==> src/rtl/pwm_peripheral.sv <==
// -----------------------------------------------------------------------------
// pwm_peripheral
//
// Turns the SPI-written configuration registers into the 16 chip outputs.
// Each output bit is forced low, held static high, or driven by one shared
// PWM waveform. The waveform comes from a free-running 8-bit counter advanced
// by a prescaler, so one PWM period is 256*CLK_DIV clocks.
//
// Optional build macro:
//   PWM_SHADOW_EN  - when defined, the duty cycle is sampled into a shadow
//                    register only at the period wrap, so a mid-period duty
//                    change never truncates or stretches a pulse. When
//                    undefined, the duty input is used directly and a change
//                    takes effect on the very next compare.
//
// Parameters:
//   CLK_DIV          system clocks per PWM counter step (legal 1..65535)
//
// Ports:
//   clk              system clock, rising edge
//   rst_n            asynchronous active-low reset
//   en_reg_out_7_0   output enable, bits 7:0
//   en_reg_out_15_8  output enable, bits 15:8
//   en_reg_pwm_7_0   PWM-mode select, bits 7:0
//   en_reg_pwm_15_8  PWM-mode select, bits 15:8
//   pwm_duty_cycle   shared duty; 0x00 = always low, 0xFF = always high
//   out              registered chip outputs
//   period_start     registered one-clock pulse in the first cycle of a period
// -----------------------------------------------------------------------------
module pwm_peripheral #(
    parameter int CLK_DIV = 13
) (
    input  logic        clk,
    input  logic        rst_n,
    input  logic [7:0]  en_reg_out_7_0,
    input  logic [7:0]  en_reg_out_15_8,
    input  logic [7:0]  en_reg_pwm_7_0,
    input  logic [7:0]  en_reg_pwm_15_8,
    input  logic [7:0]  pwm_duty_cycle,
    output logic [15:0] out,
    output logic        period_start
);

    // A divide-by-one still needs a one-bit prescaler that simply stays at 0.
    localparam int PRESC_W = (CLK_DIV > 1) ? $clog2(CLK_DIV) : 1;
    localparam logic [PRESC_W-1:0] PRESC_LAST = PRESC_W'(CLK_DIV - 1);

    logic [PRESC_W-1:0] prescaler_reg;
    logic [PRESC_W-1:0] prescaler_next;
    logic [7:0]         pwm_cnt_reg;
    logic [7:0]         pwm_cnt_next;
    logic               tick;
    logic               wrap;

    logic [7:0]         duty_active;
    logic               pwm_sig;

    logic [15:0]        en_out;
    logic [15:0]        en_pwm;
    logic [15:0]        out_next;
    logic [15:0]        out_reg;
    logic               period_start_reg;

    assign en_out = {en_reg_out_15_8, en_reg_out_7_0};
    assign en_pwm = {en_reg_pwm_15_8, en_reg_pwm_7_0};

    // -------------------------------------------------------------------------
    // Prescaler and PWM counter; both free-run regardless of the enables.
    // -------------------------------------------------------------------------
    always_comb begin
        tick           = (prescaler_reg == PRESC_LAST);
        prescaler_next = tick ? '0 : prescaler_reg + 1'b1;
        // 8-bit arithmetic wraps 255 -> 0 naturally.
        pwm_cnt_next   = tick ? pwm_cnt_reg + 8'd1 : pwm_cnt_reg;
        wrap           = tick && (pwm_cnt_reg == 8'hFF);
    end

    always_ff @(posedge clk or negedge rst_n) begin
        if (!rst_n) begin
            prescaler_reg <= '0;
            pwm_cnt_reg   <= 8'd0;
        end else begin
            prescaler_reg <= prescaler_next;
            pwm_cnt_reg   <= pwm_cnt_next;
        end
    end

    // -------------------------------------------------------------------------
    // Duty source
    // -------------------------------------------------------------------------
`ifdef PWM_SHADOW_EN
    logic [7:0] duty_shadow_reg;

    // Loading on the wrap cycle means the new value is in place exactly when
    // the counter reads 0 again; a change coinciding with the wrap is taken.
    always_ff @(posedge clk or negedge rst_n) begin
        if (!rst_n) begin
            duty_shadow_reg <= 8'd0;
        end else if (wrap) begin
            duty_shadow_reg <= pwm_duty_cycle;
        end
    end

    assign duty_active = duty_shadow_reg;
`else
    assign duty_active = pwm_duty_cycle;
`endif

    // 0xFF is special-cased to a solid high rather than 255/256.
    assign pwm_sig = (duty_active == 8'hFF) || (pwm_cnt_reg < duty_active);

    // -------------------------------------------------------------------------
    // Per-bit output mux: disabled -> 0, static -> 1, PWM -> shared waveform.
    // -------------------------------------------------------------------------
    generate
        for (genvar gi = 0; gi < 16; gi++) begin : g_out_mux
            assign out_next[gi] = en_out[gi] & (~en_pwm[gi] | pwm_sig);
        end
    endgenerate

    always_ff @(posedge clk or negedge rst_n) begin
        if (!rst_n) begin
            out_reg          <= 16'h0000;
            period_start_reg <= 1'b0;
        end else begin
            out_reg          <= out_next;
            // Registering wrap lands the pulse in the cycle where pwm_cnt is 0.
            period_start_reg <= wrap;
        end
    end

    assign out          = out_reg;
    assign period_start = period_start_reg;

endmodule

==> config.mk <==
export PLATFORM = sky130hd
export DESIGN_NAME = pwm_peripheral
export DESIGN_NICKNAME = d
export VERILOG_FILES = /design/src/rtl/pwm_peripheral.sv
export SDC_FILE = /design/constraint.sdc
export NUM_CORES = 1
export LEC_CHECK = 0
export CAP_MARGIN = 15
export CORE_ASPECT_RATIO = 0.5
export CORE_MARGIN = 2
export CORE_UTILIZATION = 40
export CTS_BUF_LIST = sky130_fd_sc_hd__clkbuf_4 sky130_fd_sc_hd__clkbuf_8
export DETAILED_ROUTE_END_ITERATION = 7
export PLACE_DENSITY = 0.77
export REMOVE_ABC_BUFFERS = 1
export SLEW_MARGIN = 0
export SYNTH_ARGS = -nofsm -noshare
export SYNTH_HDL_FRONTEND = slang
export SYNTH_SLANG_ARGS = --single-unit
==> constraint.sdc <==
create_clock -name clk -period 4.05 [get_ports clk]
set_clock_uncertainty 0.15 [all_clocks]
set_input_delay 0.81 -clock clk [delete_from_list [all_inputs] [get_ports clk]]
set_output_delay 0.81 -clock clk [all_outputs]
set_load 0.02 [all_outputs]
---- Yosys cells after proc, flatten, opt, wreduce, memory -nomap -nowiden ----
Cells that the tools add are included.
word-level totals
  bits in registers ....................... 29
  latch bits .............................. 0
  memory bits (writable) .................. 0
  ROM bits ................................ 0
  input port bits ......................... 42
  output and inout port bits .............. 17
  word-level logic and storage cells ...... 61
  memories kept ........................... 0
cells by class
  add/subtract/negate cells ............... 2
  multiply operators ...................... 0
  div/mod/pow operators ................... 0
  $lt $le $gt $ge ......................... 1
  eq/ne operators ......................... 3
  shift-type cells ........................ 0
  multiplexer cells ....................... 1
  bitwise logic cells ..................... 48
  reductions and logical operators ........ 2
operators by type and width
  operator               number
  $and A1 B1 Y1          16
  $eq A8 B8 Y1 const B   2
  $not A1 Y1             16
  $or A1 B1 Y1           16
  $add A8 B1 Y8 const B  1
  $lt A8 B8 Y1           1
  $add A4 B1 Y4 const B  1
  $eq A4 B4 Y1 const B   1
  $mux W4                1
  $logic_and A1 B1 Y1    1
  $logic_or A1 B1 Y1     1

---- Longest topological paths before layout ----
Gate-level depths: netlist of run 1.
  word-level depth ........................ 4
  depth in mapped cells ................... 7
  depth with buffers taken out ............ 6

---- Least setup slack after synthesis of run 1 ----
OpenSTA, ideal clock, no wires.
  kind .................................... input to register
  start ................................... in pwm_duty_cycle[7]
  end ..................................... reg out_reg[0] (netlist: out[0])
  arrival ................................. 2.046 ns
  path slack .............................. 1.732 ns
  stages .................................. 7
  buffers on the path ..................... 1
  path through ............................ inv_1 > ha_1 > and4_2 > o21ai_2 > o32ai_2 > buf_6 > a21boi_2
on the way
  longest elaborated chain between the ends .. 4
  elaborated cells between the ends (all ways) .. 5
  classes of those cells .................. order compare (1); eq/ne (1); bitwise (2); reduce/logical (1)
RTL lines
  item                                          RTL line  text
  start, declared                               39        input logic [7:0] pwm_duty_cycle,
  $lt A8 B8 Y1 or $eq A8 B8 Y1 (tied branches)  110       assign pwm_sig = (duty_active == 8'hFF) || (pwm_cnt_reg < duty_active);
  $logic_or A1 B1 Y1 (*)                        110
  $or A1 B1 Y1 (*)                              117       assign out_next[gi] = en_out[gi] & (~en_pwm[gi] | pwm_sig);
  $and A1 B1 Y1 (*)                             117
  via out_next[0]                               60        logic [15:0] out_next;
  end signal, assigned                          126       out_reg <= out_next;
  end, declared                                 61        logic [15:0] out_reg;
Mark *: on every way through the listed nets, which the timed path passes. The rest lies on a longest branch.
A chain may end at the register's enable or synchronous reset.

---- Worst setup path after layout of run 1 ----
  start ................................... in pwm_duty_cycle[7]
  end ..................................... reg out_reg[11] (netlist: out[11])
The elaborated chain is that of the path after synthesis.

==> results of run 1 <==
[layout by cell type, fill, tap and decap left out, drive strengths merged, types with 3 or more instances in the layout]
cell type and instances:
a21boi 16, clkbuf 6, clkdlybuf4s50 58, dfrtp 29
ha 10, inv 11, nand2 3, nand4 5
nor2 6, xnor2 6
[layer usage]
| layer | vias up | GRT usage | wire length (microns) |
|---|---|---|---|
| li1 | 502 | - | - |
| met5 | - | 0 | 0 |
| met1 | 479 | 0.156 | 1090 |
| met3 | 6 | 0.0640 | 184 |
| met2 | 30 | 0.285 | 1480 |
| met4 | 0 | 0.0813 | 52 |
[worst paths after layout]
check / endpoint / start / slack [ns]
min in group asynchronous: prescaler_reg[3]$_DFF_PN0_ / rst_n / 0.94
max reg2reg: out[11]$_DFF_PN0_ / pwm_cnt_reg[5]$_DFFE_PN0P_ / 2.08
min: prescaler_reg[3]$_DFF_PN0_ / prescaler_reg[3]$_DFF_PN0_ / 0.34
min reg2reg: prescaler_reg[3]$_DFF_PN0_ / prescaler_reg[3]$_DFF_PN0_ / 0.34
max in group asynchronous: out[9]$_DFF_PN0_ / rst_n / 2.13
max: out[11]$_DFF_PN0_ / pwm_duty_cycle[7] / 1.46
[stage by stage]
| stage | hold slack, ns | std cells | setup WS [ns] |
|---|---|---|---|
| global route | 0.350 | 213 | 1.34 |
| global placement | 0.298 | 205 | 1.20 |
| finish | 0.339 | 213 | 1.46 |
| detailed placement | 0.314 | 205 | 1.16 |
| CTS | 0.347 | 213 | 1.44 |
| floorplan | 0.286 | 105 | 1.26 |
[Yosys cell counts, drive strengths merged]
library cell | instances | area, sq um
ha | 10 | 125
mux2 | 1 | 11.3
a41o | 1 | 11.3
nand3 | 1 | 5.00
and3 | 2 | 12.5
dfrtp | 29 | 726
a21oi | 2 | 10.0
a21o | 1 | 7.51
o21ai | 2 | 13.8
nor2 | 6 | 22.5
nand4 | 5 | 31.3
and4 | 1 | 10.0
nor3 | 1 | 5.00
buf | 2 | 16.3
o21a | 1 | 7.51
xor2 | 2 | 17.5
a2111oi | 1 | 27.5
inv | 11 | 41.3
xnor2 | 6 | 52.6
o32ai | 1 | 16.3
o41ai | 1 | 8.76
a21boi | 16 | 158
nand2 | 3 | 11.3
nand2b | 1 | 13.8
[kinds of logic (layout without fill, tap and decap cells)]
kind of cell,count (synthesis),count (layout),synth area share
DFF,29,29,0.533
AOI/OAI and AO/OA,26,26,0.191
and+or+nand+nor,20,20,0.0818
buffers and inverters,13,79,0.0423
adders and majority gates,10,10,0.0919
xor gates and xnor gates,8,8,0.0515
muxes,1,1,0.00827
[area by class of cell]
cell class	instances	area, sq um	area share
inverter	11	41.3	0.0199
timing repair buffer	60	596	0.287
sequential	29	726	0.349
multi-input combinational	65	578	0.278
tap	40	50.0	0.0241
clock inverter	2	10.0	0.00482
clock buffer	6	76.3	0.0367
[power by group]
part           internal, uW  total (uW)  switching, uW  leakage, uW
clock                   125         227            102    0.0000484
combinational          58.9        92.6           33.6     0.000512
sequential              298         300           2.10     0.000348
[critical path, cell delays in order]
cell and delay (ns):
clkdlybuf4s50_1 0.48, inv_1 0.05, ha_1 0.30, and4_2 0.23, o21ai_2 0.05, o32ai_2 0.25, buf_4 0.28, a21boi_0 0.13
==> impl_metrics.py, run 1 <==
metrics = {
    "global_routing": {
        "grt_max_degree": 24,
        "grt_use_total": 0.155,
        "grt-ovfl-total": 0,
        "grt_pass1_vias": 1028,
        "antenna_found_initial": 0,
        "grt_pass1_wl_mm": 4.39,
    },
    "clocking": {
        "cts_tree": "done",
        "cts.sinks": 29,
        "htree_num_levels": 2,
        "holdBufCountCts": 0,
        "clk_latency_ns": 0.27,
        "numCtsBuffers": 5,
        "cts_setup_buffers": 0,
        "clkTransAtPathRegs_ns": 0.06,
        "root_buffer": "clkbuf_8",
        "cts_resized": 0,
        "clk_path_buf_depth": 2,
    },
    "worst_setup_path": {
        "cp.required_ns": 4.04,
        "reg2regPathDepth": 6,
        "arrival_ns": 2.58,
        "crit_path_start_kind": "primary input",
        "crit_path_end_kind": "flop",
        "path_class": "primary input to flop",
        "crit_path_max_fanout": 16,
    },
    "sta": {
        "drv_slew": 0,
        "worst_pin_slew_ns": 1.01,
        "setup_viol": 0,
        "tns_ns": 0,
        "final.period_utilization": 0.639,
        "rsz0062_at_grt": "false",
        "relSlewSlack": 0.327,
        "fmax_ghz": 0.387,
        "final-hold-violation-count": 0,
        "layout_min_cycle_time_ns": 2.59,
    },
    "power_and_ir_drop": {
        "cellLeakagePower_uw": 0.000908,
        "total_power_uw": 620,
        "ir_drop_uv": 188,
        "power.density_nw_per_um2": 299,
    },
    "floorplanning": {
        "io_pins": 59,
        "die_y_microns": 45.3,
        "die_w_microns": 86.5,
        "dieArea_sq_um": 3910,
        "rows": 14,
        "core_sq_um": 3120,
        "initial_core_util": 0.437,
    },
    "finish": {
        "largest_reg_flops": 16,
        "drive_gt1_frac": 0.156,
        "antenna_cells": 0,
        "fillerInstances": 261,
        "fin_util": 0.666,
        "nNetsFinal": 224,
        "area_delta_synth_final_pct": 52.6,
        "stdcell_area_sq_um": 2080,
    },
    "placed_design": {
        "place.gp.congestion": 0.838,
        "post_dp_cell_area_sq_um": 1990,
        "hpwl_mm": 2.24,
        "portBuffers": 58,
    },
    "hold_path": {
        "hold_class": "flop to flop",
        "min_path_cells": 1,
    },
    "route": {
        "drt_iter0_drc": 27,
        "drc": 0,
        "drtAntennaViolNets": 0,
        "drt-total-wl_mm": 2.80,
        "dr.pass1.iters": 3,
        "vias_per_cell": 4.77,
        "wl_per_cell_microns": 13.2,
        "via_count": 1017,
    },
    "outcome": {
        "outcome": "completed",
    },
    "logic_synthesis": {
        "ys.warnings.count": 0,
        "synth.avg_cell_area_sq_um": 12.7,
        "ys_types": 27,
        "synth-seq-cells": 29,
        "ys_seq_area_frac": 0.533,
        "syn_area_sq_um": 1360,
        "netlist_instances": 107,
    },
    "job": {
        "drv_cap": 0,
    },
}
(Power assumes the default switching activity.)
==> run 2, diff against run 1 <==
clock period = 2.7 ns   (was 4.05 ns; I/O delays follow)
==> run 2 against run 1 <==
Sequential share of layout area down 0.21 points. Cell count unchanged. Sequential cell count unchanged. Register-to-register slack worse by 1.3 ns. Worst setup slack got worse by 1.1 ns. Power rose by 50%. Die area did not move. Worst hold slack worse by 0.0073 ns. Sequential power increased by 50%. Global-route usage grew 0.27 points. Via count up 1.4%. Critical endpoint is now out[12]$_DFF_PN0_.
==> impl_metrics.py, run 2 (synthesis results as in run 1) <==
metrics = {
    "outcome": {
        "outcome": "completed",
    },
    "floorplanning": {
        "die_y_microns": 45.3,
        "die_w_microns": 86.5,
        "rows": 14,
        "initial_core_util": 0.437,
        "core_sq_um": 3120,
        "dieArea_sq_um": 3910,
        "io_pins": 59,
    },
    "finish": {
        "layout_commonest_cell": "clkdlybuf4s50_1",
        "area_delta_synth_final_pct": 53.5,
        "nNetsFinal": 224,
        "largest_reg_flops": 16,
        "register_area_sq_um": 726,
        "layout.cells.non_filler": 213,
        "stdcell_area_sq_um": 2090,
        "antenna_cells": 0,
        "fillerInstances": 260,
        "drive_gt1_frac": 0.156,
        "most-common-layout-cells": "clkdlybuf4s50_1 (58), dfrtp_1 (29), inv_1 (11), a21boi_2 (10), ha_1 (10)",
        "multi_input_area_sq_um": 578,
    },
    "worst_setup_path": {
        "cp.required_ns": 2.70,
        "path_cells": "clkdlybuf4s50_1, inv_1, ha_1, and4_2, o21ai_2, o32ai_2, buf_12, a21boi_0",
        "crit_path_end_kind": "flop",
        "critPathTopFamily": "buffers and inverters",
        "path_class": "primary input to flop",
        "cpMaxStageDelayCell": "clkdlybuf4s50_1",
        "arrival_ns": 2.31,
        "cp_num_buf_inv": 3,
        "crit_path_max_fanout": 16,
        "max_stage_delay_ns": 0.48,
        "crit_path_start_kind": "primary input",
    },
    "global_routing": {
        "use_met3": 0.0622,
        "grt_pass1_wl_mm": 4.50,
        "grt_max_degree": 30,
        "grt_pass1_vias": 1085,
        "grt_use_total": 0.158,
        "use_met2": 0.272,
        "antenna_found_initial": 0,
        "grt-ovfl-total": 0,
        "busiest_layer": "met2",
        "use_met1": 0.182,
    },
    "route": {
        "drc": 0,
        "drtAntennaViolNets": 0,
        "dr.pass1.iters": 4,
        "drt-total-wl_mm": 2.78,
        "wl_per_cell_microns": 13.1,
        "vias_per_cell": 4.84,
        "drt_iter0_drc": 39,
        "via_count": 1031,
    },
    "clocking": {
        "htree_num_levels": 2,
        "cts_tree": "done",
        "cts_resized": 0,
        "clk_path_buf_depth": 2,
        "root_buffer": "clkbuf_8",
        "numCtsBuffers": 5,
        "clk_latency_ns": 0.27,
        "clkTransAtPathRegs_ns": 0.06,
        "cts_setup_buffers": 0,
        "cts.sinks": 29,
        "holdBufCountCts": 0,
    },
    "placed_design": {
        "portBuffers": 58,
        "post_dp_cell_area_sq_um": 2000,
        "place.gp.congestion": 0.772,
        "hpwl_mm": 2.27,
        "place_inst": 205,
    },
    "sta": {
        "worst_pin_slew_ns": 0.368,
        "rsz0062_at_grt": "false",
        "fmax_ghz": 0.432,
        "drv_slew": 0,
        "whs_ns": 0.332,
        "relSlewSlack": 0.755,
        "tns_ns": 0,
        "final.period_utilization": 0.857,
        "layout_min_cycle_time_ns": 2.31,
        "setup_viol": 0,
        "final-hold-violation-count": 0,
    },
    "power_and_ir_drop": {
        "power.density_nw_per_um2": 446,
        "ir_drop_uv": 283,
        "cellLeakagePower_uw": 0.000911,
    },
    "job": {
        "drv_cap": 0,
    },
    "hold_path": {
        "hold_class": "flop to flop",
    },
}
-- run 2: power breakdown --
part	switching [uW]	leakage (uW)	total [uW]	internal [uW]
Combinational	50.9	0.000514	140	88.8
Clock	155	0.0000484	343	188
Sequential	3.20	0.000348	450	447
Total	209	0.000911	933	724
-- run 2: layout make-up --
type                            count  share of cell area
Sequential cell                    29               0.347
Inverter                           11              0.0198
Timing Repair Buffer               60               0.291
Multi-Input combinational cell     65               0.277
Clock inverter                      2             0.00479
Tap cell                           40              0.0240
Clock buffer                        6              0.0365
-- run 2: stage by stage --
step           power [uW]  worst slack (ns)   util
3_3_place_gp          597             0.162  0.642
5_1_grt               976             0.319  0.670
3_5_place_dp          600             0.100  0.642
6_report              933             0.385  0.670
4_1_cts               946             0.377  0.670
2_1_floorplan         498             0.176      -
-- run 2: routing by layer --
layer,vias up,routed length [microns]
li1,500,-
met1,485,1170
met2,40,1420
met3,6,166
met4,0,28
met5,-,0
-- run 2: worst register-to-register path: cells and delay by family, from the launching register on --
family / cells / cell delay [ns]
compound gates: 3 / 0.52
flops: 1 / 0.43
fa+ha+maj: 1 / 0.31
simple gates: 1 / 0.23
buf+inv: 1 / 0.20
-- run 2: path summary, 6_finish.rpt --
| check | startpoint | end | slack [ns] | cells past startpoint |
|---|---|---|---|---|
| max | pwm_duty_cycle[7] | out[12]$_DFF_PN0_ | 0.39 | 8 |
| min | prescaler_reg[3]$_DFF_PN0_ | prescaler_reg[3]$_DFF_PN0_ | 0.33 | 1 |
| max reg2reg | pwm_cnt_reg[5]$_DFFE_PN0P_ | out[12]$_DFF_PN0_ | 0.74 | 6 |
| min reg2reg | prescaler_reg[3]$_DFF_PN0_ | prescaler_reg[3]$_DFF_PN0_ | 0.33 | 1 |
| max in group asynchronous | rst_n | pwm_cnt_reg[7]$_DFFE_PN0P_ | 1.63 | 2 |
| min in group asynchronous | rst_n | out[5]$_DFF_PN0_ | 0.50 | 2 |
==> run 3, diff against run 2 <==
CTS_CLUSTER_SIZE = 10   (was not set)
==> results of run 3 <==
No change in the layout: final DEF, timing and power equal those of run 2.
